--- config.mk ---
export PLATFORM = sky130hd
export DESIGN_NAME = extensor_param_flat
export DESIGN_NICKNAME = d
export VERILOG_FILES = /design/src/rtl/extensor_param_if.sv /design/src/rtl/extensor_param.sv /design/src/flat_wrapper.sv
export SDC_FILE = /design/constraint.sdc
export NUM_CORES = 1
export LEC_CHECK = 0
export ABC_AREA = 0
export ABC_CLOCK_PERIOD_IN_PS = 3500
export BUFFER_PORTS_ARGS = -buffer_cell sky130_fd_sc_hd__buf_2
export CAP_MARGIN = 5
export CORE_UTILIZATION = 56
export DETAILED_ROUTE_END_ITERATION = 8
export GPL_TIMING_DRIVEN = 0
export PLACE_DENSITY = 0.82
export SLEW_MARGIN = 20
export SYNTH_ARGS = -nofsm -noshare
export SYNTH_HDL_FRONTEND = slang
export SYNTH_SLANG_ARGS = --single-unit
--- constraint.sdc ---
create_clock -name clock -period 3.5 [get_ports clock]
set_input_delay 0.35 -clock clock [delete_from_list [all_inputs] [get_ports clock]]
set_output_delay 0.35 -clock clock [all_outputs]
set_load 0.01 [all_outputs]
--- src/rtl/extensor_param_if.sv ---
`default_nettype none
// ============================================================================
//  Module      : extensor_param_if
//  Description : Handshake bundle for the immediate extender. The producer
//                side offers entrada/modo and the consumer side takes saida.
//                The master modport is the environment, the slave modport is
//                the extender.
//  Revision    : 1.0 - initial release
// ============================================================================
interface extensor_param_if #(
    parameter int IN_W  = 4,
    parameter int OUT_W = 8
);

    logic [IN_W-1:0]  entrada;
    logic [1:0]       modo;
    logic             entrada_valida;
    logic             entrada_pronta;
    logic [OUT_W-1:0] saida;
    logic             saida_valida;
    logic             saida_pronta;
    logic [7:0]       contador;

    // Environment: drives the input side and the consumer ready.
    modport master (
        output entrada,
        output modo,
        output entrada_valida,
        output saida_pronta,
        input  entrada_pronta,
        input  saida,
        input  saida_valida,
        input  contador
    );

    // Extender: consumes the input side and drives the result side.
    modport slave (
        input  entrada,
        input  modo,
        input  entrada_valida,
        input  saida_pronta,
        output entrada_pronta,
        output saida,
        output saida_valida,
        output contador
    );

endinterface
`default_nettype wire

--- src/rtl/extensor_param.sv ---
`default_nettype none
// ============================================================================
//  Module      : extensor_param
//  Description : Parameterised immediate extender (zero/sign extend, with an
//                optional left shift) behind a 2-entry skid buffer. The
//                extension is captured at the input transfer edge, results
//                leave in acceptance order, and contador counts completed
//                output transfers (wrapping at 256).
//  Revision    : 1.0 - initial release
// ============================================================================
module extensor_param #(
    parameter int IN_W  = 4,
    parameter int OUT_W = 8,
    parameter int SHIFT = 1
) (
    input  wire logic         clock,
    input  wire logic         reset,   // asynchronous, active-low
    extensor_param_if.slave   bus
);

    // Buffer occupancy: nothing held, one result held, both registers held.
    typedef enum logic [1:0] {
        VAZIO = 2'd0,
        UM    = 2'd1,
        CHEIO = 2'd2
    } estado_t;

    localparam logic [7:0] c_CNT_ONE = 8'd1;

    // ------------------------------------------------------------------------
    // Registers
    // ------------------------------------------------------------------------
    estado_t          r_estado;
    logic [OUT_W-1:0] r_principal;   // drives saida
    logic [OUT_W-1:0] r_skid;        // second entry, only used when CHEIO
    logic             r_pronta;
    logic             r_valida;
    logic [7:0]       r_contador;

    // ------------------------------------------------------------------------
    // Combinational signals
    // ------------------------------------------------------------------------
    logic [OUT_W-1:0] w_zext;
    logic [OUT_W-1:0] w_sext;
    logic [OUT_W-1:0] w_base;
    logic [OUT_W-1:0] w_ext;
    logic             w_in_xfer;
    logic             w_out_xfer;
    estado_t          w_estado_prox;
    logic             w_carrega_principal;
    logic             w_principal_do_skid;
    logic             w_carrega_skid;

    // Both handshakes are qualified only by registered ready/valid, so there
    // is no combinational path from saida_pronta to entrada_pronta.
    assign w_in_xfer  = bus.entrada_valida & r_pronta;
    assign w_out_xfer = r_valida & bus.saida_pronta;

    // Extension of the current input: bit 0 of modo picks sign vs zero fill,
    // bit 1 applies the left shift (bits above OUT_W-1 are dropped).
    always_comb begin
        w_zext = OUT_W'(bus.entrada);
        w_sext = OUT_W'($signed(bus.entrada));
        w_base = bus.modo[0] ? w_sext : w_zext;
        w_ext  = bus.modo[1] ? (w_base << SHIFT) : w_base;
    end

    // Next-state and data-path steering for the skid buffer.
    always_comb begin
        w_estado_prox       = r_estado;
        w_carrega_principal = 1'b0;
        w_principal_do_skid = 1'b0;
        w_carrega_skid      = 1'b0;
        case (r_estado)
            VAZIO: begin
                if (w_in_xfer) begin
                    w_estado_prox       = UM;
                    w_carrega_principal = 1'b1;
                end
            end
            UM: begin
                case ({w_in_xfer, w_out_xfer})
                    2'b10: begin
                        // Consumer stalled: park the new result behind saida.
                        w_estado_prox  = CHEIO;
                        w_carrega_skid = 1'b1;
                    end
                    2'b01: begin
                        w_estado_prox = VAZIO;
                    end
                    2'b11: begin
                        // Pass-through: replace the departing result directly.
                        w_estado_prox       = UM;
                        w_carrega_principal = 1'b1;
                    end
                    default: begin
                        w_estado_prox = UM;
                    end
                endcase
            end
            CHEIO: begin
                // No input can be accepted here (entrada_pronta is low), so
                // an output simply promotes the skid entry.
                if (w_out_xfer) begin
                    w_estado_prox       = UM;
                    w_carrega_principal = 1'b1;
                    w_principal_do_skid = 1'b1;
                end
            end
            default: begin
                w_estado_prox = VAZIO;
            end
        endcase
    end

    // State register plus registered ready/valid derived from the next state.
    always_ff @(posedge clock or negedge reset) begin
        if (!reset) begin
            r_estado <= VAZIO;
            r_pronta <= 1'b1;
            r_valida <= 1'b0;
        end else begin
            r_estado <= w_estado_prox;
            r_pronta <= (w_estado_prox != CHEIO);
            r_valida <= (w_estado_prox != VAZIO);
        end
    end

    // Result storage: main register and skid register.
    always_ff @(posedge clock or negedge reset) begin
        if (!reset) begin
            r_principal <= '0;
            r_skid      <= '0;
        end else begin
            if (w_carrega_principal) begin
                r_principal <= w_principal_do_skid ? r_skid : w_ext;
            end
            if (w_carrega_skid) begin
                r_skid <= w_ext;
            end
        end
    end

    // Completed output transfer counter, wraps naturally at 8 bits.
    always_ff @(posedge clock or negedge reset) begin
        if (!reset) begin
            r_contador <= '0;
        end else if (w_out_xfer) begin
            r_contador <= r_contador + c_CNT_ONE;
        end
    end

    assign bus.entrada_pronta = r_pronta;
    assign bus.saida_valida   = r_valida;
    assign bus.saida          = r_principal;
    assign bus.contador       = r_contador;

endmodule
`default_nettype wire
--- src/flat_wrapper.sv ---
// flat-port wrapper written by rule: the top's interface ports become plain ports
module extensor_param_flat 
#(
    parameter int IN_W  = 4,
    parameter int OUT_W = 8,
    parameter int SHIFT = 1
)
  (clock, reset, bus_entrada, bus_modo, bus_entrada_valida, bus_saida_pronta, bus_entrada_pronta, bus_saida, bus_saida_valida, bus_contador);
  extensor_param_if #(.IN_W(IN_W), .OUT_W(OUT_W)) bus_i ();
  input  wire logic clock;
  input  wire logic reset;
  input wire logic [$bits(bus_i.entrada)-1:0] bus_entrada;
  input wire logic [$bits(bus_i.modo)-1:0] bus_modo;
  input wire logic [$bits(bus_i.entrada_valida)-1:0] bus_entrada_valida;
  input wire logic [$bits(bus_i.saida_pronta)-1:0] bus_saida_pronta;
  output wire logic [$bits(bus_i.entrada_pronta)-1:0] bus_entrada_pronta;
  output wire logic [$bits(bus_i.saida)-1:0] bus_saida;
  output wire logic [$bits(bus_i.saida_valida)-1:0] bus_saida_valida;
  output wire logic [$bits(bus_i.contador)-1:0] bus_contador;
  assign bus_i.entrada = bus_entrada;
  assign bus_i.modo = bus_modo;
  assign bus_i.entrada_valida = bus_entrada_valida;
  assign bus_i.saida_pronta = bus_saida_pronta;
  assign bus_entrada_pronta = bus_i.entrada_pronta;
  assign bus_saida = bus_i.saida;
  assign bus_saida_valida = bus_i.saida_valida;
  assign bus_contador = bus_i.contador;
  extensor_param #(.IN_W(IN_W), .OUT_W(OUT_W), .SHIFT(SHIFT)) u_core (.clock(clock), .reset(reset), .bus(bus_i));
endmodule
# Yosys cells after proc, flatten, opt, wreduce, memory -nomap -nowiden

Index checks and enable logic that the tools add are counted.

$add $sub $neg: 1
Eq/ne operators: 6
Multiplexer cells: 14
Bitwise gates (word level): 2
Reductions and logical operators: 2

Operator list:

| cell                                                                   | number |
|---|---|
| 8-bit 2-to-1 mux                                                       | 3 |
| 8-bit by 1-bit adder with 8-bit output (second input constant)         | 1 |
| 2-bit equality test (second input constant)                            | 3 |
| 1-bit 2-to-1 mux                                                       | 6 |
| 2-bit case mux with 3 select lines                                     | 1 |
| 2-bit by 1-bit equality test with 1-bit output (second input constant) | 2 |
| 2-bit 2-to-1 mux                                                       | 2 |
| 2-bit case mux with 2 select lines                                     | 1 |
| 1-bit case mux with 3 select lines                                     | 1 |
| 1-bit AND                                                              | 2 |
| 2-bit logical NOT                                                      | 1 |
| 2-bit inequality test (second input constant)                          | 1 |
| 2-bit nonzero test                                                     | 1 |

Register bits after elaboration: 28
Input port bits: 10
Output and inout bits: 18
Logic and storage cells: 31

# Logic depth before layout (Yosys ltp)

Word-level depth: 5
Depth in mapped cells: 6
Depth with buffers taken out: 6

# Least setup slack after synthesis

No wires, ideal clock.

Path type: register to register
Start: reg u_core.r_valida, in the netlist u_core.bus.saida_valida
End: reg u_core.r_principal[6], in the netlist u_core.bus.saida[6]
Setup time: 125 ps
Data arrival time: 1562 ps
Required time: 3375 ps
Path slack: 1813 ps
Cell stages (with the launch flop): 7
Path buffers: 0
Clock period less this slack: 1687 ps
Path through: dfrtp_1 > nand2_1 > inv_1 > ha_1 > inv_1 > o221ai_4 > mux2_4

Longest elaborated chain between the ends: 4
Elaborated cells on any way between the ends: 7
Classes of those cells: eq/ne: 1; mux: 5; bitwise: 1

RTL lines:

| what                                                                   | line                                        | text |
|---|---|---|
| from (decl)                                                            | extensor_param.sv:37                        | `logic r_valida;` |
| from (signal assigned)                                                 | extensor_param.sv:125                       | `r_valida <= (w_estado_prox != VAZIO);` |
| 1-bit AND *                                                            | extensor_param.sv:57                        | `assign w_out_xfer = r_valida & bus.saida_pronta;` |
| via u_core.w_out_xfer                                                  | extensor_param.sv:48                        | `logic w_out_xfer;` |
| 2-bit equality test or 1-bit 2-to-1 mux (tied branches)                | extensor_param.sv:82, extensor_param.sv:104 |  |
| 1-bit 2-to-1 mux, on equally long branches                             | extensor_param.sv:82, extensor_param.sv:74  |  |
| 1-bit case mux with 3 select lines or 8-bit 2-to-1 mux (tied branches) | extensor_param.sv:74, extensor_param.sv:136 |  |
| to (signal assigned)                                                   | extensor_param.sv:136                       | `r_principal <= w_principal_do_skid ? r_skid : w_ext;` |
| to (decl)                                                              | extensor_param.sv:34                        | `logic [OUT_W-1:0] r_principal;` |

The timed path passes the listed nets; every way through them passes the cells marked *.
A chain may end at the register's enable or synchronous reset.

# Final worst setup path

Start: reg u_core.r_valida, in the netlist u_core.bus.saida_valida
End: reg u_core.r_principal[1], in the netlist u_core.bus.saida[1]

Same word-level chain as after synthesis.

==> impl_results.md <==
* Run status: finished clean
* Placer congestion estimate at roughly 0.74
* Number of global-route vias before repair at 808
* Estimated wirelength of the detail-placed design at between 1.5 and 2 mm
* Synth area leaders: sky130_fd_sc_hd__dfrtp_1 47%, sky130_fd_sc_hd__mux2_2 14%, sky130_fd_sc_hd__mux2_4 7.4%
* Least-Margin Pin Slew at 503 ps
* Buffer levels on the longest clock path at 2
* Synthesized netlist net count at 106
* Crit share post-route at 53.4%
* Minimum setup slack in the final design at 1630 ps
* Detailed Routing Iterations Pass 1 at 3
* Pin count of the biggest net entering global routing at 25
* Number of vias per cell at 5.31
* Clock tree from TritonCTS: yes
* Insertion delay of the later-clocked pin in the worst-skew pair at approximately 320 ps
* Count of mapped cells out of synthesis at 94
* Pins Over Slew Limit at 0
* Routed Wire Length at 2.06 mm
* Initial cell density of the core at 61.1%
* Clock Tree Root: sky130_fd_sc_hd__clkbuf_4
* GRT Overall Usage at 20.1%
* Critical Setup Path Class: reg -> reg
* Max frequency at 536 MHz
* Net count reported at finish at 139
* Vias after detailed routing at 813
* Element type at the critical path end: flip-flop
* Floorplan die height at 48.7 um
* Static power due to leakage at 0.686 nW
* Relative slew margins at 66.5%
* Setup violators final at 0
* Area added between synthesis and finish at 17.6%
* Gr ovfl total at 0
* Share of layout cells above drive strength 1 at 47.6%
* Number of standard-cell rows in the floorplan at 16
* Antenna fix cells at 0
* Die span in x at 48.7 um
* Final Hold Vio Count at 0
* Post-placement setup slack at 1610 ps
* Maximum fanout count along the critical path at 7
* Reported max-cap violation count at 0
* Fin crit period at 1870 ps
* Area of the mapped netlist at approximately 1200 um2
* Antenna viol nets, final at 0
* Library cell occupying the most area in the post-synthesis netlist: sky130_fd_sc_hd__dfrtp_1
* Iteration-0 DRC count of the detailed router at 3
* Worst hold path type: in -> reg
* Sequential fraction of the synthesis area at 49.2%
* Number of warning messages in the yosys log at 0
* Seq. cell area at between 600 and 700 um2
* Die Outline Area at around 2400 um2
* Area taken by multi-input logic gates at 579 um2
* Routed length per placed instance at ~13 um
* Required time worst endpoint at 3710 ps
* Top-area cell type share of the netlist area at between 40% and 50%
* Worst clock skew on the final layout at 3.81 ps
* Power Dens Cells at 815 nW/um2
* Fill cell total of the finished layout at 149
* Floorplan Core Area at approximately 2000 um2
* CTS-repair resized insts at 0
* IR drop worst, VDD at roughly 700 uV
* Sum of negative setup slack at 0 ps
* Wire length of the first global-routing pass at roughly 3.6 mm
* Post-layout total power at 0.00117 W
* Number of buffers inserted to repair setup after CTS at 0
* Port Buffers at 27
* Clk pin slew, worst setup/hold paths at 120 ps
* Post-layout instance area at 1440 um2
* CTS sink cnt at 24
* Average cell area after synthesis at 13.0 um2
* Unrepaired setup endpoints after global routing: false
* Io pins at 28
* Worst Hold Margin at 389 ps
* DRC violation count after routing at 0
* Post-Place Cell Area at 1390 um2
* Crit path arrival time at 2080 ps
* Number of CTS-inserted buffers at 3
* Initial antenna violation count at 0
* # H-tree levels at 1
* Startpoint type of the worst setup path: flip-flop
* Synth Register Bits at 24
* Distinct cell type count after synthesis at 29
## per-stage QoR
| step | utilization, % | cells |
|---|---|---|
| finish | 71.9 | 153 |
| global route | 71.9 | 153 |
| CTS | 71.9 | 153 |
| detailed placement | 69.6 | 148 |
| global placement | 69.6 | 148 |
| floorplan | - | 94 |
## area by class of cell
cell class | count | area share [%]
Multi-Input combinational cell | 63 | 40.3
Buffer | 4 | 2.17
Timing Repair Buffer | 28 | 10.1
Inverter | 3 | 0.783
Sequential cell | 24 | 41.8
Clock buffer | 4 | 2.52
Tap cell | 27 | 2.35
## sequential cells by signal (all words and copies together), names as in the netlist
name / flops
u_core.bus.saida_valida: 1
u_core.bus.contador: 8
u_core.r_estado: 2
u_core.bus.entrada_pronta: 1
u_core.r_skid: 6
u_core.bus.saida: 6
## Yosys cell counts, drive strengths merged
master and number:
o22ai 2, xnor2 7, or3b 1, and2 2, inv 3, nand2 5, buf 4, nand3 2
nand3b 1, a21oi 3, o221ai 1, nor2 3, dfrtp 23, ha 2, nand4 3, dfstp 1
mux2 21, o21a 1, and3b 1, nand4b 2, nand2b 2, and4 1, nor2b 2, a21o 1
## logic make-up (layout without fill, tap and decap cells)
kind of cell | count (synthesis) | count (layout) | share of synthesized area [%]
compound gates | 8 | 8 | 5.62
xor+xnor | 7 | 7 | 5.01
fa+ha+maj | 2 | 2 | 2.04
buf+inv | 7 | 39 | 3.48
flops | 24 | 24 | 49.2
mux | 21 | 21 | 21.2
simple gates | 25 | 25 | 13.5
## critical path: stages (launching register included)
cell	delay [ps]
sky130_fd_sc_hd__dfrtp_1	470
sky130_fd_sc_hd__nand2_1	150
sky130_fd_sc_hd__inv_1	240
sky130_fd_sc_hd__ha_1	200
sky130_fd_sc_hd__inv_1	60
sky130_fd_sc_hd__o221ai_4	300
sky130_fd_sc_hd__mux2_4	340
## layer usage
metal	vias to the layer above	wire length, um	part of all wire, %	GRT usage, %
met2	18	1090	53	36.8
met3	4	80	3.9	5.66
li1	400	-	-	-
met1	391	869	42	23.0
met5	-	0	0	0
met4	0	17	0.83	4.41
## repair_timing
item / 4_1_cts / 5_1_grt
setup endpoints to repair: 0 / 0
hold endpoints to repair: 13 / 0
hold buffers: 1 / 0
## worst paths after layout
path | start | to | slack, ps | cells past startpoint
worst max-delay path | u_core.bus.saida_valida$_DFF_PN0_ | u_core.bus.saida[1]$_DFFE_PN0P_ | 1630 | 6
worst min-delay path | bus_saida_pronta | u_core.bus.contador[2]$_DFFE_PN0P_ | 390 | 3
worst max register to register | u_core.bus.saida_valida$_DFF_PN0_ | u_core.bus.saida[1]$_DFFE_PN0P_ | 1630 | 6
worst min register to register | u_core.bus.contador[7]$_DFFE_PN0P_ | u_core.bus.contador[7]$_DFFE_PN0P_ | 480 | 1
max in group asynchronous | reset | u_core.bus.entrada_pronta$_DFF_PN1_ | 2620 | 2
min in group asynchronous | reset | u_core.bus.contador[4]$_DFFE_PN0P_ | 520 | 2
## cell usage in the layout (no fill, tap or decap), drive strengths merged
master	Yosys	final
ha	2	2
nand3	2	2
and2	2	2
buf	4	31
and4	1	1
nand3b	1	1
a21o	1	1
inv	3	3
o21a	1	1
or3b	1	1
clkbuf	0	4
o221ai	1	1
xnor2	7	7
nand2b	2	2
a21oi	3	3
nor2b	2	2
dfstp	1	1
dlygate4sd3	0	1
dfrtp	23	23
nand2	5	5
o22ai	2	2
and3b	1	1
mux2	21	21
nand4b	2	2
nor2	3	3
nand4	3	3
## report_power, final
group | leakage (nW) | switching, W | total [W] | internal (W)
Combinational | 0.373 | 0.000242 | 0.000537 | 0.000296
Sequential | 0.292 | 0.0000907 | 0.000492 | 0.000401
Clock | 0.0210 | 0.0000793 | 0.000143 | 0.0000637
Total | 0.686 | 0.000412 | 0.00117 | 0.000760
No activity file was read; power rests on OpenSTA's default activity.
